$ cat src/rtl/alu_arbiter.sv
// ---------------------------------------------------------------------------
// alu_arbiter
//   Shares one combinational ALU between two requesters. Each requester
//   presents an operation (a, b, ctrl) with a valid/ready handshake; the
//   arbiter grants round-robin, registers the accepted operands and drives
//   the shared ALU from those registers. One cycle later the ALU result is
//   captured and returned on a single response channel tagged with the
//   requester id.
//
// Parameters
//   WIDTH      operand/result width (must match the shared ALU)
//   PRIO_INIT  requester holding priority after reset (0 or 1)
//
// Ports
//   clk, reset_n                 clock (rising edge), async active-low reset
//   req0_* / req1_*              requester channels: valid, ready, a, b, ctrl
//   alu_a, alu_b, alu_ctrl       operands/control to the shared ALU
//   alu_out, alu_zero            ALU result and zero flag (combinational)
//   rsp_valid, rsp_ready         response handshake
//   rsp_id                       requester the response belongs to
//   rsp_data, rsp_zero           captured ALU result and zero flag
//   rsp_illegal                  the ctrl code was outside the defined set
//   busy                         an operation is in flight (not IDLE)
// ---------------------------------------------------------------------------
module alu_arbiter #(
  parameter int WIDTH     = 32,
  parameter int PRIO_INIT = 0
) (
  input  logic             clk,
  input  logic             reset_n,

  input  logic             req0_valid,
  output logic             req0_ready,
  input  logic [WIDTH-1:0] req0_a,
  input  logic [WIDTH-1:0] req0_b,
  input  logic [3:0]       req0_ctrl,

  input  logic             req1_valid,
  output logic             req1_ready,
  input  logic [WIDTH-1:0] req1_a,
  input  logic [WIDTH-1:0] req1_b,
  input  logic [3:0]       req1_ctrl,

  output logic [WIDTH-1:0] alu_a,
  output logic [WIDTH-1:0] alu_b,
  output logic [3:0]       alu_ctrl,
  input  logic [WIDTH-1:0] alu_out,
  input  logic             alu_zero,

  output logic             rsp_valid,
  input  logic             rsp_ready,
  output logic             rsp_id,
  output logic [WIDTH-1:0] rsp_data,
  output logic             rsp_zero,
  output logic             rsp_illegal,
  output logic             busy
);

  typedef enum logic [1:0] {
    IDLE = 2'd0,
    EXEC = 2'd1,
    RESP = 2'd2
  } state_t;

  // Highest defined ALU control code; anything above is flagged illegal.
  localparam logic [3:0] CTRL_MAX   = 4'b1001;
  localparam logic       PRIO_RESET = (PRIO_INIT != 0);

  state_t           state_reg;
  state_t           state_next;
  logic             prio_reg;

  logic [WIDTH-1:0] op_a_reg;
  logic [WIDTH-1:0] op_b_reg;
  logic [3:0]       op_ctrl_reg;
  logic             op_id_reg;

  logic [WIDTH-1:0] rsp_data_reg;
  logic             rsp_zero_reg;
  logic             rsp_illegal_reg;
  logic             rsp_id_reg;

  logic             idle;
  logic             grant_id;
  logic             accept;
  logic             capture;

  logic [WIDTH-1:0] sel_a;
  logic [WIDTH-1:0] sel_b;
  logic [3:0]       sel_ctrl;

  // -------------------------------------------------------------------------
  // Arbitration: a lone requester always wins; on contention prio decides.
  // -------------------------------------------------------------------------
  always_comb begin
    grant_id = 1'b0;
    if (req0_valid && req1_valid) begin
      grant_id = prio_reg;
    end else begin
      grant_id = req1_valid;
    end
  end

  assign idle = (state_reg == IDLE);

  // Gated with reset_n so no handshake is advertised while reset is held.
  assign req0_ready = reset_n & idle & req0_valid & ~grant_id;
  assign req1_ready = reset_n & idle & req1_valid &  grant_id;
  assign accept     = req0_ready | req1_ready;

  // Payload of the granted requester.
  always_comb begin
    sel_a    = req0_a;
    sel_b    = req0_b;
    sel_ctrl = req0_ctrl;
    if (grant_id) begin
      sel_a    = req1_a;
      sel_b    = req1_b;
      sel_ctrl = req1_ctrl;
    end
  end

  // -------------------------------------------------------------------------
  // FSM: IDLE -> EXEC -> RESP -> IDLE
  // -------------------------------------------------------------------------
  always_ff @(posedge clk or negedge reset_n) begin
    if (!reset_n) begin
      state_reg <= IDLE;
    end else begin
      state_reg <= state_next;
    end
  end

  always_comb begin
    state_next = state_reg;
    capture    = 1'b0;
    unique case (state_reg)
      IDLE: begin
        if (accept) begin
          state_next = EXEC;
        end
      end
      EXEC: begin
        // ALU has had a full cycle on the registered operands.
        capture    = 1'b1;
        state_next = RESP;
      end
      RESP: begin
        if (rsp_ready) begin
          state_next = IDLE;
        end
      end
      default: begin
        state_next = IDLE;
      end
    endcase
  end

  // -------------------------------------------------------------------------
  // Round-robin priority: the requester just served yields to the other.
  // -------------------------------------------------------------------------
  always_ff @(posedge clk or negedge reset_n) begin
    if (!reset_n) begin
      prio_reg <= PRIO_RESET;
    end else if (accept) begin
      prio_reg <= ~grant_id;
    end
  end

  // -------------------------------------------------------------------------
  // Operand registers. They only load on accept, so the ALU inputs hold
  // steady through EXEC and RESP and keep the last operation in IDLE.
  // -------------------------------------------------------------------------
  always_ff @(posedge clk or negedge reset_n) begin
    if (!reset_n) begin
      op_a_reg    <= '0;
      op_b_reg    <= '0;
      op_ctrl_reg <= '0;
      op_id_reg   <= 1'b0;
    end else if (accept) begin
      op_a_reg    <= sel_a;
      op_b_reg    <= sel_b;
      op_ctrl_reg <= sel_ctrl;
      op_id_reg   <= grant_id;
    end
  end

  // -------------------------------------------------------------------------
  // Response registers, loaded once in EXEC and stable until the next
  // operation reaches EXEC.
  // -------------------------------------------------------------------------
  always_ff @(posedge clk or negedge reset_n) begin
    if (!reset_n) begin
      rsp_data_reg    <= '0;
      rsp_zero_reg    <= 1'b0;
      rsp_illegal_reg <= 1'b0;
      rsp_id_reg      <= 1'b0;
    end else if (capture) begin
      rsp_data_reg    <= alu_out;
      rsp_zero_reg    <= alu_zero;
      rsp_illegal_reg <= (op_ctrl_reg > CTRL_MAX);
      rsp_id_reg      <= op_id_reg;
    end
  end

  // -------------------------------------------------------------------------
  // Outputs
  // -------------------------------------------------------------------------
  assign alu_a       = op_a_reg;
  assign alu_b       = op_b_reg;
  assign alu_ctrl    = op_ctrl_reg;

  assign rsp_valid   = (state_reg == RESP);
  assign rsp_id      = rsp_id_reg;
  assign rsp_data    = rsp_data_reg;
  assign rsp_zero    = rsp_zero_reg;
  assign rsp_illegal = rsp_illegal_reg;
  assign busy        = ~idle;

endmodule
$ cat config.mk
export PLATFORM = sky130hd
export DESIGN_NAME = alu_arbiter
export DESIGN_NICKNAME = d
export VERILOG_FILES = /design/src/rtl/alu_arbiter.sv
export SDC_FILE = /design/constraint.sdc
export NUM_CORES = 1
export LEC_CHECK = 0
export ABC_AREA = 1
export CORE_UTILIZATION = 25
export CTS_CLUSTER_DIAMETER = 40
export DETAILED_ROUTE_END_ITERATION = 7
export PLACE_DENSITY = 0.6
export SYNTH_ARGS = -nofsm -noshare
export SYNTH_HDL_FRONTEND = slang
export SYNTH_SLANG_ARGS = --single-unit
export TNS_END_PERCENT = 1
$ cat constraint.sdc
create_clock -name clk -period 3 [get_ports clk]
set_input_delay 0.3 -clock clk [delete_from_list [all_inputs] [get_ports clk]]
set_output_delay 0.3 -clock clk [all_outputs]
set_load 0.005 [all_outputs]
==> results.toml, run 1 <==
[status]
status = "finished, final reports clean"

[cells_and_area]
area_growth_pct = 63.6
seqCellArea_mm2 = 0.00268
multi_input_area_mm2 = 0.00218
fin_area_mm2 = 0.00840
drive_gt1_frac = 0.0337
nets = 1120
n_antenna_cell = 0
fillers = 2097

[sta]
max-slew-margin-rel = 0.442
worst_pin_slew_ns = 0.837
tns_ns = 0
fin_crit_sh = 0.735
fmax_ghz = 0.453
grt_setup_unrepaired = "false"
slew_viol_final = 0
clock_skew_ns = 0.0115
hold_viol = 0
report.final.setup_viol = 0
final.min_clock_period_ns = 2.21

[critical_path]
start_kind = "input port"
reg2reg_depth = 6
cp.arrival_ns = 1.91
critPathMaxFanout = 6
cp-end-kind = "output port"
required_ns = 2.70
critPathKind = "input port to output port"

[synth]
avgSynthCellArea_um2 = 7.40
synthCells = 694
synth_cell_types = 15
yosysSeqAreaShare = 0.522
syn_nets = 868
yosys_warnings = 0
synth.cell_area_mm2 = 0.00513
synth-seq-cells = 107

[global_routing]
gr-usage-all-layers = 0.169
grt_pass1_vias = 5302
grt_pass1_wl_um = 28200
antenna_found_initial = 0
grt-ovfl-total = 0
grt_max_degree = 71

[clock_network]
h-tree-depth = 3
cts_tree = "built"
clock_sink_count = 107
ctsResizeCount = 0
root_buffer = "clkbuf_16"
clk_pin_slew_ns = 0.07
clock_path_buffers = 2
clk_latency_ns = 0.35
post_cts_buffers = 0
holdBufCountCts = 1
cts_buffers = 9

[route]
wl_met2_um = 8110
drt_wl_total_um = 17400
first_pass_iters = 6
remaining_drc_errors = 0
m1WireLength_um = 7830
route.met3.wl_um = 1280
viasPerCell = 4.38
wl_per_cell_um = 14.3
top_layer = "met4"
antenna_left = 0
drt-initial-drc-count = 181
num_vias = 5342

[placed_design]
placed_area_mm2 = 0.00812
dp_hpwl_um = 11500
place_congestion = 0.761
port-buffer-count = 280

[worst_hold_path]
hp-class = "input port to async pin"

[die]
initial_core_util = 0.254
rows = 52
die_width_um = 145
coreArea_mm2 = 0.0202
ios = 281
die_y_um = 145
dieArea_mm2 = 0.0211

[job]
max-cap-violations = 0

[pwr]
powerDensity_mw_per_mm2 = 801
leakagePower_nw = 4.12
peakVddDrop_v = 0.000280
==> synth_stat cells <==
cell	number	area, µm²
buf_2	26	130
inv_1	9	33.8
dfrtp_1	107	2680
nor2_1	3	11.3
nand4_1	1	6.26
o21ai_0	5	25.0
nor2_2	1	6.26
inv_2	1	3.75
clkbuf_1	20	75.1
a21oi_4	1	16.3
nand2_2	3	18.8
nand3_1	137	686
a21oi_1	1	5.00
buf_4	4	30.0
nand2_1	375	1410
==> where the power goes <==
part,switching (W),internal (W),total (W)
logic,0.00133,0.00178,0.00311
registers,0.000378,0.00213,0.00251
clock network,0.000535,0.000564,0.00110
==> critical path, cell delays in order <==
cell and delay, ns:
dlygate4sd3_1 0.57, buf_4 0.17, nand4_1 0.15, nor2_1 0.17, clkdlybuf4s50_1 0.54
==> kinds of logic (layout without fill, tap and decap cells) <==
logic type,after synthesis,count (layout),share of synthesized area
AOI/OAI and AO/OA,7,7,0.00902
DFF,107,107,0.522
and+or+nand+nor,520,520,0.416
buffers and inverters,60,316,0.0531
==> layout by cell type (no fill, tap or decap) <==
master	n
dlygate4sd3_1	1
inv_2	1
nand3_1	137
a21oi_1	1
nand2_2	3
nor2_2	1
dfrtp_1	107
nand4_1	1
buf_4	10
clkbuf_16	9
inv_6	1
clkdlybuf4s50_1	278
clkbuf_1	1
clkinvlp_4	3
nor2_1	3
buf_2	1
inv_1	9
o21ai_0	5
buf_12	1
a21oi_4	1
nand2_1	375
clkinv_4	1
==> final timing paths <==
kind / slack, ns / end / start
min in group clk: 0.38 / prio_reg$_DFFE_PN0P_ / req1_valid
worst min-delay path: 0.37 / prio_reg$_DFFE_PN0P_ / reset_n
max in group asynchronous: 1.62 / rsp_data[6]$_DFFE_PN0N_ / reset_n
worst max-delay path: 0.79 / req0_ready / reset_n
worst max register to register: 1.22 / alu_b[18]$_DFFE_PN0P_ / state_reg[1]$_DFFE_PN0P_
worst min register to register: 0.47 / rsp_data[6]$_DFFE_PN0N_ / rsp_data[6]$_DFFE_PN0N_
==> layer usage <==
metal  track usage  up-vias
li1              -     2684
met1         0.211     2449
met2         0.285      197
met3        0.0459       12
met4        0.0479        0
met5             0        -
==> cell type report <==
class                           instances  area share
Inverter                               10     0.00447
Clock inverter                          5     0.00477
Multi-Input combinational cell        527       0.260
Sequential cell                       107       0.319
Timing Repair Buffer                  291       0.345
Clock buffer                           10      0.0273
Tap cell                              270      0.0402
==> through the flow <==
step                cells  worst slack, ns  hold slack (ns)  utilization  power, W
floorplan             694             1.68          0.00441            -   0.00367
global placement     1204            0.887            0.117        0.402   0.00567
detailed placement   1204            0.836            0.117        0.402   0.00569
CTS                  1220            0.769            0.351        0.416   0.00685
global route         1220            0.688            0.354        0.416   0.00725
finish               1220            0.794            0.368        0.416   0.00673
Power figures use the tool's default switching activity.
==> run 2, diff against run 1 <==
--- a/config.mk
+++ b/config.mk
@@ -9,7 +9,7 @@
 export CORE_UTILIZATION = 25
 export CTS_CLUSTER_DIAMETER = 40
 export DETAILED_ROUTE_END_ITERATION = 7
-export PLACE_DENSITY = 0.6
+export PLACE_DENSITY = 0.62
 export SYNTH_ARGS = -nofsm -noshare
 export SYNTH_HDL_FRONTEND = slang
 export SYNTH_SLANG_ARGS = --single-unit
==> constraint.sdc (replaced) <==
create_clock -name clk -period 1.8 [get_ports clk]
set_input_delay 0.18 -clock clk [delete_from_list [all_inputs] [get_ports clk]]
set_output_delay 0.18 -clock clk [all_outputs]
set_load 0.005 [all_outputs]
==> run 2 against run 1 <==
Non-clock buffer count rose by 10. Sequential share of layout area fell by 0.40 points. First-iteration DRC count rose by 15%. Critical path depth fell by 2. Hold slack got worse by 0.24 ns. Register-to-register slack got worse by 0.91 ns. Via count rose by 1.2%. Cell area rose by 1.3%. Critical path type is now flip-flop to output port.
==> results.toml, run 2 (synthesis gave the netlist of run 1 again) <==
[placed_design]
post-place-cells = 1214
port-buffer-count = 280
place_congestion = 0.774
dp_hpwl_um = 12300
placed_area_mm2 = 0.00822

[status]
status = "finished, final reports clean"

[sta]
worst_pin_slew_ns = 1.08
fin_crit_sh = 0.930
max-slew-margin-rel = 0.281
report.final.setup_viol = 0
hold_viol = 0
clock_skew_ns = 0.0111
final.min_clock_period_ns = 1.67
fmax_ghz = 0.598
slew_viol_final = 0
grt_setup_unrepaired = "false"

[global_routing]
grt_pass1_vias = 5292
antenna_found_initial = 1
grt-ovfl-total = 0
gr-usage-all-layers = 0.171
grt_pass1_wl_um = 28500
grt_max_degree = 82

[die]
coreArea_mm2 = 0.0202
dieArea_mm2 = 0.0211
die_width_um = 145
initial_core_util = 0.254
rows = 52
ios = 281
die_y_um = 145

[cells_and_area]
multi_input_area_mm2 = 0.00218
area_growth_pct = 65.7
final_common_cell = "nand2_1"
drive_gt1_frac = 0.0437
fin_area_mm2 = 0.00850
final_cells = 1232
nets = 1130
final_cell_mix = "nand2_1 (375), clkdlybuf4s50_1 (275), nand3_1 (137)"
seqCellArea_mm2 = 0.00268
fillers = 2067

[route]
num_vias = 5404
remaining_drc_errors = 0
first_pass_iters = 5
viasPerCell = 4.39
wl_per_cell_um = 14.4
drt-initial-drc-count = 209
drt_wl_total_um = 17700
antenna_left = 0

[critical_path]
worstPathCellList = "inv_1 -> nand2_1 -> clkdlybuf4s50_1"
cp-end-kind = "output port"
cp.buffers_inverters = 2
slowest_stage = "clkdlybuf4s50_1"
cp_top_family = "buffers and inverters"
r2r_slack_ns = 0.31
cp.arrival_ns = 1.49
critPathKind = "flip-flop to output port"
critPathMaxFanout = 4
required_ns = 1.62
max_stage_delay_ns = 0.59
start_kind = "flip-flop"

[clock_network]
post_cts_buffers = 0
clock_sink_count = 107
cts_buffers = 9
clock_path_buffers = 2
clk_pin_slew_ns = 0.07
root_buffer = "clkbuf_16"
cts_tree = "built"
clk_latency_ns = 0.34
h-tree-depth = 3

[worst_hold_path]
hp-class = "input port to async pin"

[pwr]
leakagePower_nw = 4.21
peakVddDrop_v = 0.000523
powerDensity_mw_per_mm2 = 1330

[job]
max-cap-violations = 0
run 2: where the power goes:
part | internal (W) | total (W) | switching (W)
Sequential | 0.00356 | 0.00418 | 0.000622
Combinational | 0.00302 | 0.00528 | 0.00225
Clock | 0.000947 | 0.00185 | 0.000907
run 2: worst paths after layout:
check                                    startpoint                       end  cells after the start
setup / recovery           state_reg[1]$_DFFE_PN0P_                      busy                      3
hold / removal                              reset_n      prio_reg$_DFFE_PN0P_                      2
min in group clk                         req1_valid      prio_reg$_DFFE_PN0P_                      4
setup reg to reg               prio_reg$_DFFE_PN0P_     alu_a[26]$_DFFE_PN0P_                      9
max in group asynchronous                   reset_n   rsp_data[3]$_DFFE_PN0N_                      2
hold reg to reg            rsp_data[14]$_DFFE_PN0N_  rsp_data[14]$_DFFE_PN0N_                      2
run 2: final cells by class:
class                           count  area share
Clock buffer                       11      0.0274
Inverter                           10     0.00441
Antenna cell                        1    0.000294
Tap cell                          270      0.0397
Multi-Input combinational cell    527       0.257
Sequential cell                   107       0.315
Timing Repair Buffer              301       0.352
Clock inverter                      5     0.00441
run 2: repair_timing:
item | in CTS | in global routing
gates resized for setup | 2 | 2
hold buffers | 1 | 0
setup endpoints to repair | 2 | 56
hold endpoints to repair | 26 | 0
run 2: metrics by stage:
step / setup slack, ns / TNS (ns) / total power, W / util / hold WS [ns]
after global placement: -0.0309 / -0.0309 / 0.00951 / 0.407 / 0.248
after CTS: 0.0112 / 0 / 0.0115 / 0.421 / 0.206
final: 0.127 / 0 / 0.0113 / 0.422 / 0.131
after detailed placement: -0.0592 / -0.0592 / 0.00958 / 0.407 / 0.259
after global routing: 0.0311 / 0 / 0.0122 / 0.422 / 0.220
after floorplan: 0.599 / 0 / 0.00612 / - / -0.116
run 2: routing by layer:
layer	up-vias	GRT usage	wire, µm
met3	10	0.0525	1340
met1	2470	0.221	8060
met2	209	0.281	8190
met4	0	0.0326	144
li1	2715	-	-
met5	-	0	0
==> run 3, diff against run 2 <==
--- a/config.mk
+++ b/config.mk
@@ -9,6 +9,7 @@
 export CORE_UTILIZATION = 25
 export CTS_CLUSTER_DIAMETER = 40
 export DETAILED_ROUTE_END_ITERATION = 7
+export GPL_TIMING_DRIVEN = 0
 export PLACE_DENSITY = 0.62
 export SYNTH_ARGS = -nofsm -noshare
 export SYNTH_HDL_FRONTEND = slang
==> run 3 against run 2 <==
Sequential power grew 1%. Routed wire length grew 5.6%. Clock skew shrank 0.0024 ns. Cell area grew 3.6%. Register-to-register slack lost 0.13 ns. Count of clock-buffer cells in the layout is the same. Sequential cell count is the same. Critical path depth grew 4. Non-clock buffer count grew 43. Utilization grew 1.5 points. Critical path type unchanged. Largest power group unchanged.
==> results.toml, run 3 (synthesis gave the netlist of run 1 again) <==
[status]
status = "finished, final reports clean"

[global_routing]
gr-usage-all-layers = 0.181
grt_max_degree = 52
grt_pass1_wl_um = 29900
antenna_found_initial = 0
grt-ovfl-total = 0
grt_pass1_vias = 5477

[placed_design]
port-buffer-count = 279
dp_hpwl_um = 14000
placed_area_mm2 = 0.00829
place_congestion = 0.807

[critical_path]
cp_top_family = "buffers and inverters"
critPathKind = "flip-flop to output port"
max_stage_delay_ns = 0.39
required_ns = 1.62
cp-end-kind = "output port"
cp.arrival_ns = 1.50
start_kind = "flip-flop"
cp.buffers_inverters = 4
critPathMaxFanout = 10
worstPathCellList = "inv_2 -> nand2_1 -> nor2_2 -> nand2_4 -> buf_8 -> inv_1 -> clkdlybuf4s15_1"
slowest_stage = "dfrtp_1"

[pwr]
powerDensity_mw_per_mm2 = 1320
leakagePower_nw = 4.35
peakVddDrop_v = 0.000565
power_w = 0.0116

[cells_and_area]
n_antenna_cell = 0
area_growth_pct = 71.7
fin_area_mm2 = 0.00881
nets = 1173
drive_gt1_frac = 0.0668
final_cell_mix = "nand2_1 (375), clkdlybuf4s50_1 (275), nand3_1 (137)"
final_common_cell = "nand2_1"

[route]
drt_wl_total_um = 18700
remaining_drc_errors = 0
wl_per_cell_um = 14.7
first_pass_iters = 5
top_layer = "met4"
drt-initial-drc-count = 197
antenna_left = 0
num_vias = 5513
route.met3.wl_um = 1300
wl_met2_um = 8840
m1WireLength_um = 8440
viasPerCell = 4.33

[sta]
max-slew-margin-rel = 0.634
worst_hold_slack_ns = 0.365
final.min_clock_period_ns = 1.68
report.final.setup_viol = 0
fin_crit_sh = 0.932
worst_pin_slew_ns = 0.548
grt_setup_unrepaired = "true"
fmax_ghz = 0.596
clock_skew_ns = 0.00877
slew_viol_final = 0
hold_viol = 0

[die]
dieArea_mm2 = 0.0211
initial_core_util = 0.254
die_width_um = 145
die_y_um = 145
coreArea_mm2 = 0.0202
ios = 281
rows = 52

[job]
max-cap-violations = 0

[clock_network]
clock_sink_count = 107
clk_pin_slew_ns = 0.07
clk_latency_ns = 0.35
cts_tree = "built"
root_buffer = "clkbuf_16"
clock_path_buffers = 2
cts_buffers = 9
h-tree-depth = 3

[worst_hold_path]
hp-class = "input port to flip-flop"
## run 3: per-layer routing
layer | vias to the layer above | global-route usage
met2 | 196 | 0.300
met5 | - | 0
li1 | 2794 | -
met3 | 11 | 0.0469
met4 | 0 | 0.0426
met1 | 2512 | 0.235
## run 3: power breakdown
group | internal (W) | switching [W]
Sequential | 0.00356 | 0.000658
Combinational | 0.00312 | 0.00233
Clock | 0.00108 | 0.000900
## run 3: layout make-up
class / count / area [µm²]
Timing Repair Buffer: 294 / 3010
Tap cell: 270 / 338
Clock inverter: 4 / 51.3
Multi-Input combinational cell: 527 / 2210
Inverter: 10 / 40.0
Sequential cell: 107 / 2680
Clock buffer: 11 / 233
Fill cell: 2090 / 11400
Buffer: 50 / 251
## run 3: what timing repair did
item	4_1_cts	5_1_grt
endpoints found under the setup margin	12	6
endpoints found under the hold margin	51	0
setup buffers	6	1
resized for setup	22	1
cloned	1	0
pin swaps	3	1
hold buffers	6	0
## run 3: metrics by stage
step	TNS [ns]	cells	util	worst slack (ns)
floorplan	0	694	-	0.599
global placement	-757.64	1243	0.410	-5.25
detailed placement	-23.10	1244	0.411	-0.882
finish	0	1273	0.437	0.123
CTS	0	1272	0.437	0.0465
global route	-0.0295	1273	0.437	-0.0152
## run 3: final timing paths
| path | slack, ns | cells after the start | endpoint | start |
|---|---|---|---|---|
| max in group asynchronous | 1.03 | 4 | alu_a[2]$_DFFE_PN0P_ | reset_n |
| min | 0.36 | 3 | rsp_data[9]$_DFFE_PN0N_ | alu_out[9] |
| max | 0.12 | 7 | req1_ready | state_reg[1]$_DFFE_PN0P_ |
| min reg2reg | 0.47 | 2 | rsp_data[20]$_DFFE_PN0N_ | rsp_data[20]$_DFFE_PN0N_ |
| min in group asynchronous | 0.52 | 4 | rsp_data[27]$_DFFE_PN0N_ | reset_n |
| max reg2reg | 0.18 | 7 | alu_ctrl[3]$_DFFE_PN0P_ | state_reg[1]$_DFFE_PN0P_ |
## run 3: tightest hold or removal path, stage by stage
cell and delay (ns):
clkdlybuf4s50_1 0.39, nand2_1 0.06, nand2_1 0.04
